===== src/rtl/mcoc_boot_fetch_pkg.sv =====
// Shared state encoding and helpers for the boot-ROM fetch unit.
package mcoc_boot_fetch_pkg;

  localparam logic [0:0] ST_IDLE = 1'b0;
  localparam logic [0:0] ST_WAIT = 1'b1;

  // fadr[1] value that selects rom word [31:16] when HI_FIRST=1
  localparam logic HI_FIRST_UPPER_A1 = 1'b0;

  function automatic logic hw_upper(input logic hi_first, input logic a1);
    return hi_first ? (a1 == HI_FIRST_UPPER_A1) : (a1 != HI_FIRST_UPPER_A1);
  endfunction

  function automatic int lat_cw(input int lat);
    return (lat < 1) ? 1 : $clog2(lat + 1);
  endfunction

  function automatic logic [31:0] fmt_word(input logic [31:0] w, input logic cmdl,
                                           input logic upper);
    if (cmdl) return w;
    return upper ? {16'h0, w[31:16]} : {16'h0, w[15:0]};
  endfunction

endpackage


===== src/rtl/mcoc_boot_fetch_lbuf.sv =====
// One-word line buffer: tag/data/valid register with hit compare.
module mcoc_boot_fetch_lbuf #(
  parameter int RAW = 7
) (
  input  logic           clk,
  input  logic           rst_n,
  input  logic           i_inv,
  input  logic           i_load,
  input  logic [RAW-1:0] i_load_tag,
  input  logic [31:0]    i_load_dat,
  input  logic [RAW-1:0] i_lkp_tag,
  output logic           o_hit,
  output logic [31:0]    o_dat
);

  logic           r_vld;
  logic [RAW-1:0] r_tag;
  logic [31:0]    r_dat;

  // a fill landing on the same edge as an invalidate is kept
  always_ff @(posedge clk) begin
    if (!rst_n) begin
      r_vld <= 1'b0;
      r_tag <= '0;
      r_dat <= '0;
    end else if (i_load) begin
      r_vld <= 1'b1;
      r_tag <= i_load_tag;
      r_dat <= i_load_dat;
    end else if (i_inv) begin
      r_vld <= 1'b0;
    end
  end

  assign o_hit = r_vld && (r_tag == i_lkp_tag) && !i_inv;
  assign o_dat = r_dat;

endmodule


===== src/rtl/mcoc_boot_fetch.sv =====
// Boot-ROM fetch unit with handshake, ROM latency and one-word line buffer.
// Optional out-of-range flag enabled by defining MCOC_BOOT_FETCH_RANGE_CHK_EN.
module mcoc_boot_fetch
  import mcoc_boot_fetch_pkg::*;
#(
  parameter int AW       = 16,
  parameter int RAW      = 7,
  parameter int ROM_LAT  = 0,
  parameter int HI_FIRST = 1
) (
  input  logic           clk,
  input  logic           rst_n,
  input  logic           i_freq,
  input  logic           i_fcmdl,
  input  logic [AW-1:0]  i_fadr,
  input  logic           i_finv,
  output logic           o_fbusy,
  output logic           o_fvld,
  output logic [31:0]    o_fdat,
  output logic           o_ferr,
  output logic [RAW-1:0] o_rom_adr,
  input  logic [31:0]    i_rom_dat
);

  localparam int CW = lat_cw(ROM_LAT);
  localparam logic HI = (HI_FIRST != 0);

  logic [0:0]     r_state;
  logic [CW-1:0]  r_cnt;
  logic           r_cmdl;
  logic           r_a1;
  logic [RAW-1:0] r_rom_adr;
  logic           r_fvld;
  logic           r_ferr;
  logic [31:0]    r_fdat;

  logic [RAW-1:0] w_widx;
  logic           w_oor;
  logic           w_accept;
  logic           w_hit;
  logic           w_miss;
  logic           w_fill_done;
  logic           w_lb_load;
  logic [RAW-1:0] w_lb_tag;
  logic [31:0]    w_lb_dat;
  logic           w_unused;

  assign w_widx   = i_fadr[RAW+1:2];
  assign w_unused = ^i_fadr;

`ifdef MCOC_BOOT_FETCH_RANGE_CHK_EN
  if (AW > RAW + 2) begin : g_rchk
    assign w_oor = |i_fadr[AW-1:RAW+2];
  end else begin : g_nochk
    assign w_oor = 1'b0;
  end
`else
  assign w_oor = 1'b0;
`endif

  assign w_accept    = i_freq && (r_state == ST_IDLE);
  assign w_miss      = w_accept && !w_oor && !w_hit;
  assign w_fill_done = (r_state == ST_WAIT) && (r_cnt == CW'(1));
  assign w_lb_load   = (w_miss && (ROM_LAT == 0)) || w_fill_done;
  assign w_lb_tag    = (r_state == ST_WAIT) ? r_rom_adr : w_widx;

  mcoc_boot_fetch_lbuf #(.RAW(RAW)) u_lbuf (
    .clk        (clk),
    .rst_n      (rst_n),
    .i_inv      (i_finv),
    .i_load     (w_lb_load),
    .i_load_tag (w_lb_tag),
    .i_load_dat (i_rom_dat),
    .i_lkp_tag  (w_widx),
    .o_hit      (w_hit),
    .o_dat      (w_lb_dat)
  );

  always_ff @(posedge clk) begin
    if (!rst_n) begin
      r_state   <= ST_IDLE;
      r_cnt     <= '0;
      r_cmdl    <= 1'b0;
      r_a1      <= 1'b0;
      r_rom_adr <= '0;
      r_fvld    <= 1'b0;
      r_ferr    <= 1'b0;
      r_fdat    <= '0;
    end else begin
      r_fvld <= 1'b0;
      r_ferr <= 1'b0;
      if (r_state == ST_WAIT) begin
        r_cnt <= r_cnt - CW'(1);
        if (w_fill_done) begin
          r_state <= ST_IDLE;
          r_fvld  <= 1'b1;
          r_fdat  <= fmt_word(i_rom_dat, r_cmdl, hw_upper(HI, r_a1));
        end
      end else if (w_accept) begin
        if (w_oor) begin
          r_fvld <= 1'b1;
          r_ferr <= 1'b1;
          r_fdat <= '0;
        end else begin
          r_rom_adr <= w_widx;
          if (w_hit) begin
            r_fvld <= 1'b1;
            r_fdat <= fmt_word(w_lb_dat, i_fcmdl, hw_upper(HI, i_fadr[1]));
          end else if (ROM_LAT == 0) begin
            r_fvld <= 1'b1;
            r_fdat <= fmt_word(i_rom_dat, i_fcmdl, hw_upper(HI, i_fadr[1]));
          end else begin
            // address stays on rom_adr through WAIT so a pipelined ROM sees it stable
            r_state <= ST_WAIT;
            r_cnt   <= CW'(ROM_LAT);
            r_cmdl  <= i_fcmdl;
            r_a1    <= i_fadr[1];
          end
        end
      end
    end
  end

  assign o_fbusy   = (r_state == ST_WAIT);
  assign o_fvld    = r_fvld;
  assign o_fdat    = r_fdat;
  assign o_ferr    = r_ferr;
  assign o_rom_adr = (w_accept && !w_oor) ? w_widx : r_rom_adr;

endmodule


===== config.mk =====
export PLATFORM = sky130hd
export DESIGN_NAME = mcoc_boot_fetch
export DESIGN_NICKNAME = d
export VERILOG_FILES = /design/src/rtl/mcoc_boot_fetch_pkg.sv /design/src/rtl/mcoc_boot_fetch_lbuf.sv /design/src/rtl/mcoc_boot_fetch.sv
export SDC_FILE = /design/constraint.sdc
export NUM_CORES = 1
export LEC_CHECK = 0
export ABC_AREA = 1
export ABC_CLOCK_PERIOD_IN_PS = 3100
export BUFFER_PORTS_ARGS = -buffer_cell sky130_fd_sc_hd__buf_2
export CAP_MARGIN = 10
export CELL_PAD_IN_SITES_DETAIL_PLACEMENT = 0
export CELL_PAD_IN_SITES_GLOBAL_PLACEMENT = 1
export CORE_MARGIN = 8
export CORE_UTILIZATION = 40
export CTS_BUF_LIST = sky130_fd_sc_hd__clkbuf_8 sky130_fd_sc_hd__clkbuf_16
export CTS_CLUSTER_DIAMETER = 60
export DETAILED_ROUTE_END_ITERATION = 10
export PLACE_DENSITY_LB_ADDON = 0.2
export SLEW_MARGIN = 15
export SYNTH_ARGS = -nofsm -noshare
export SYNTH_HDL_FRONTEND = slang
export SYNTH_SLANG_ARGS = --single-unit

===== constraint.sdc =====
create_clock -name clk -period 3.1 [get_ports clk]
set_clock_uncertainty 0.2 [all_clocks]
set_input_delay 0.465 -clock clk [delete_from_list [all_inputs] [get_ports clk]]
set_output_delay 0.465 -clock clk [all_outputs]
set_load 0.02 [all_outputs]

==> impl_summary.log <==
[metrics] startpoint types: flip-flop
[metrics] Crit Reg-Reg Startpoint: o_fbusy
[metrics] Pre-antenna DRT Iters: 4
[metrics] remaining global-route overflow: 0
[metrics] largest net degree at the start of global routing: 65
[metrics] Design Power: around 0.0025 W
[metrics] Net count, final: roughly 800
[metrics] result of the run: finished, final reports clean
[metrics] buffers inserted during post-CTS setup optimization: 0
[metrics] TritonCTS clock tree: yes
[metrics] total leakage power: around 2.5 nW
[metrics] DRC viols: 0
[metrics] gp weighted congestion: 0.8280
[metrics] crit-path leading delay family: simple AND/OR/NAND/NOR gates
[metrics] worst min-delay path class: input pin to flip-flop
[metrics] Die ar.: about 14000 µm²
[metrics] number of H-tree branching levels: 3
[metrics] diode insertion count for antenna repair: 0
[metrics] series of cell instances along the critical path: buf_4, nand2_1, nand2_2, clkinv_1, nand2_1, a21oi_1
[metrics] FF+latch count, synth: 82
[metrics] critical path capture point type: flip-flop
[metrics] unrepaired setup endpoints after global routing: false
[metrics] first-pass GRT wire length: 21690 µm
[metrics] launch instance of the worst min-delay path: i_freq
[metrics] TritonCTS buffer count: 9
[metrics] worst path buffer plus inverter count: 2
[metrics] Post-CTS Resized: 0
[metrics] initial detailed-routing violation count: ~270
[metrics] pre-CTS WS: around 0.5 ns
[metrics] per-cell routed wire length: about 15 µm
[metrics] Arr. time, crit path: between 2 and 3 ns
[metrics] fraction of layout cells with a size suffix above 1: between 10% and 20%
[metrics] Critical Path Fanout Max: 19
[metrics] input/output buffers: 85
[metrics] max-cap viol count: 0
[metrics] per-cell via count in the routed design: ~5
[metrics] Most Frequent Cell on Critical Path: sky130_fd_sc_hd__nand2_1
[metrics] delay of the slowest cell on the worst path: between 0.4 and 0.5 ns
[metrics] FF-to-FF End: o_fdat[17]
[metrics] IO Count: 95
[metrics] core box area: 10320 µm²
[metrics] synthesized area per cell: ~6.3 µm²
[metrics] Area growth syn-to-layout: 17.48%
[metrics] Tot GR Track Use: between 10% and 20%
[metrics] cell depth of the worst hold path: 3
[metrics] CP max-delay cell: sky130_fd_sc_hd__clkinv_1
[metrics] required time worst endpoint: around 3.1 ns
[metrics] Cell Rows: 37
[metrics] setup slack after layout: between 0.5 and 0.6 ns
[metrics] effective utilization at floorplan: ~41%
[metrics] shortest period the worst path allows: between 2 and 3 ns
[metrics] Yosys cell types: 21
[metrics] die extent in y: approximately 120 µm
[metrics] via count of the routed design: roughly 4500
[metrics] post-detailed-placement cell area: ~4800 µm²
[metrics] Reg2Reg Setup Slack: between 0.5 and 0.6 ns
[metrics] transition time at the pin with the least slew margin: 0.8034 ns
[metrics] number of hold buffers added after CTS: 0
[metrics] number of antenna-violating nets in the routed design: 0
[metrics] Fmax achieved: between 0.3 and 0.4 GHz
[metrics] worst vdd rail ir drop: 206.2 µV
[metrics] Post-Synthesis Cell Area: roughly 4300 µm²
[metrics] final cell area excluding filler cells: approximately 5000 µm²
[metrics] Detail Placement HPWL: approximately 9000 µm
[metrics] Sum Neg Setup Slack: 0 ns
[metrics] syn nets: roughly 730
[metrics] total routed wirelength: 13000 µm
[metrics] Pins Over Slew Limit: 0
[metrics] vias in the first global route: around 4300
[metrics] worst-case reg-to-reg path depth: 6
[metrics] Bufs on Longest Clock Path: 2
[metrics] worst hold path endpoint: r_rom_adr[3]
[metrics] Relative slew margins: 46.38%
[metrics] Die X-Extent: between 100 and 150 µm
[metrics] PwrDens: about 500 nW/µm²
[metrics] number of antenna violations at the first check in global routing: 0
[metrics] proportion of synthesized chip area in sequential cells: roughly 39%
[metrics] Hold Fails Final Rpt: 0
[metrics] cell chosen for the clock root: sky130_fd_sc_hd__clkbuf_8
[metrics] crit path kind: flip-flop to flip-flop
[metrics] clock slew seen by the registers of the worst setup and hold paths: about 0.090 ns
[metrics] Worst-Skew Late Latency: approximately 0.35 ns
[metrics] count of clock tree sinks: 82
[metrics] post-route clock period utilization: between 80% and 90%
[metrics] Yosys warnings: 0
[metrics] synthesized instance count: 676
[metrics] final number of setup-violating endpoints: 0
-- synth_stat cells --
cell	count	share of area (%)
sky130_fd_sc_hd__nand3_1	104	12
sky130_fd_sc_hd__conb_1	1	0.088
sky130_fd_sc_hd__nand2_2	1	0.15
sky130_fd_sc_hd__nor2_1	66	5.8
sky130_fd_sc_hd__buf_2	18	2.1
sky130_fd_sc_hd__mux2i_1	2	0.47
sky130_fd_sc_hd__nand3_2	1	0.24
sky130_fd_sc_hd__clkinv_1	1	0.088
sky130_fd_sc_hd__nor3_1	1	0.12
sky130_fd_sc_hd__buf_6	1	0.26
sky130_fd_sc_hd__nand2_1	150	13
sky130_fd_sc_hd__inv_1	65	5.7
sky130_fd_sc_hd__inv_2	1	0.088
sky130_fd_sc_hd__a21oi_1	99	12
sky130_fd_sc_hd__buf_4	2	0.35
sky130_fd_sc_hd__o21ai_0	48	5.6
sky130_fd_sc_hd__clkbuf_1	26	2.3
sky130_fd_sc_hd__nor2_2	3	0.44
sky130_fd_sc_hd__buf_1	3	0.26
sky130_fd_sc_hd__xnor2_1	1	0.21
sky130_fd_sc_hd__dfxtp_1	82	39
-- how the worst max path moves through the flow --
| stage | end | slack [ns] | startpoint | cells after the start |
|---|---|---|---|---|
| after floorplan | o_rom_adr[0] | 1.12 | o_fbusy | 6 |
| after global placement | o_fdat[26] | 0.53 | o_fbusy | 6 |
| after detailed placement | o_fdat[21] | 0.50 | o_fbusy | 6 |
| after CTS | o_fdat[26] | 0.48 | o_fbusy | 6 |
| after global routing | o_fdat[31] | 0.21 | o_fbusy | 6 |
| final | o_fdat[17] | 0.52 | o_fbusy | 6 |
-- worst reg2reg max path: cells and delay by family, from the launching register on --
kind	cells	cell delay (ns)
flops	1	0.35
simple gates	3	1.11
buf+inv	2	0.70
compound gates	1	0.08
-- metrics by stage --
step / std cells / util, % / hold WS [ns]
2_1_floorplan: 676 / - / 0.2267
3_3_place_gp: 863 / 46.21 / 0.2330
3_5_place_dp: 863 / 46.21 / 0.2487
4_1_cts: 878 / 48.45 / 0.1894
5_1_grt: 878 / 48.45 / 0.2050
6_report: 878 / 48.45 / 0.2064
-- layout by cell type (no fill, tap or decap) --
cell type | Yosys | layout
sky130_fd_sc_hd__nor2_4 | 0 | 1
sky130_fd_sc_hd__nor3_1 | 1 | 1
sky130_fd_sc_hd__clkinv_4 | 0 | 1
sky130_fd_sc_hd__clkinv_2 | 0 | 1
sky130_fd_sc_hd__nand3_2 | 1 | 1
sky130_fd_sc_hd__conb_1 | 1 | 1
sky130_fd_sc_hd__nor2_1 | 66 | 65
sky130_fd_sc_hd__mux2i_1 | 2 | 2
sky130_fd_sc_hd__clkbuf_8 | 0 | 9
sky130_fd_sc_hd__inv_1 | 65 | 66
sky130_fd_sc_hd__nand2_2 | 1 | 2
sky130_fd_sc_hd__buf_2 | 18 | 85
sky130_fd_sc_hd__clkinv_1 | 1 | 1
sky130_fd_sc_hd__xnor2_1 | 1 | 1
sky130_fd_sc_hd__a21oi_1 | 99 | 99
sky130_fd_sc_hd__nand3_1 | 104 | 104
sky130_fd_sc_hd__bufinv_16 | 0 | 3
sky130_fd_sc_hd__dfxtp_1 | 82 | 82
sky130_fd_sc_hd__buf_12 | 0 | 1
sky130_fd_sc_hd__inv_2 | 1 | 1
sky130_fd_sc_hd__nand2_1 | 150 | 149
sky130_fd_sc_hd__o21ai_0 | 48 | 48
sky130_fd_sc_hd__nor2_2 | 3 | 3
sky130_fd_sc_hd__buf_4 | 2 | 15
-- cells by family after synthesis --
kind of cell | Yosys count | synth area share (%)
AND/OR/NAND/NOR | 326 | 32.21
AO/OA/AOI/OAI | 147 | 17.28
buffers and inverters | 117 | 11.20
flip-flops | 82 | 38.55
multiplexers | 2 | 0.4702
XOR/XNOR | 1 | 0.2057
other | 1 | 0.08807
-- routing by layer --
metal	vias to the layer above	wire [µm]	global-route usage, %
li1	2304	-	-
met3	18	771	3.873
met2	128	5942	29.68
met4	0	319	7.747
met5	-	0	0
met1	2040	5963	23.52
-- flip-flops by register name, indices dropped and copies added, names as in the netlist --
| signal | cells |
|---|---|
| u_lbuf.r_vld | 1 |
| o_fdat | 32 |
| u_lbuf.r_tag | 7 |
| r_rom_adr | 7 |
| o_fvld | 1 |
| u_lbuf.o_dat | 32 |
| o_fbusy | 1 |
| r_cnt | 1 |
-- cell type report --
class,count,area (µm²)
clock buffer,9,123.9
clock inverter,6,107.6
fill,1071,5321
inverter,67,251.5
multi-input combinational,477,2150
sequential,82,1642
tap,136,170.2
timing repair buffer,101,558.0
-- power breakdown --
group          internal, W  total, W  switching (W)
Combinational     0.000144  0.000407       0.000263
Sequential         0.00112   0.00115      0.0000346
Clock             0.000528  0.000907       0.000379
Power figures use the tool's default switching activity.
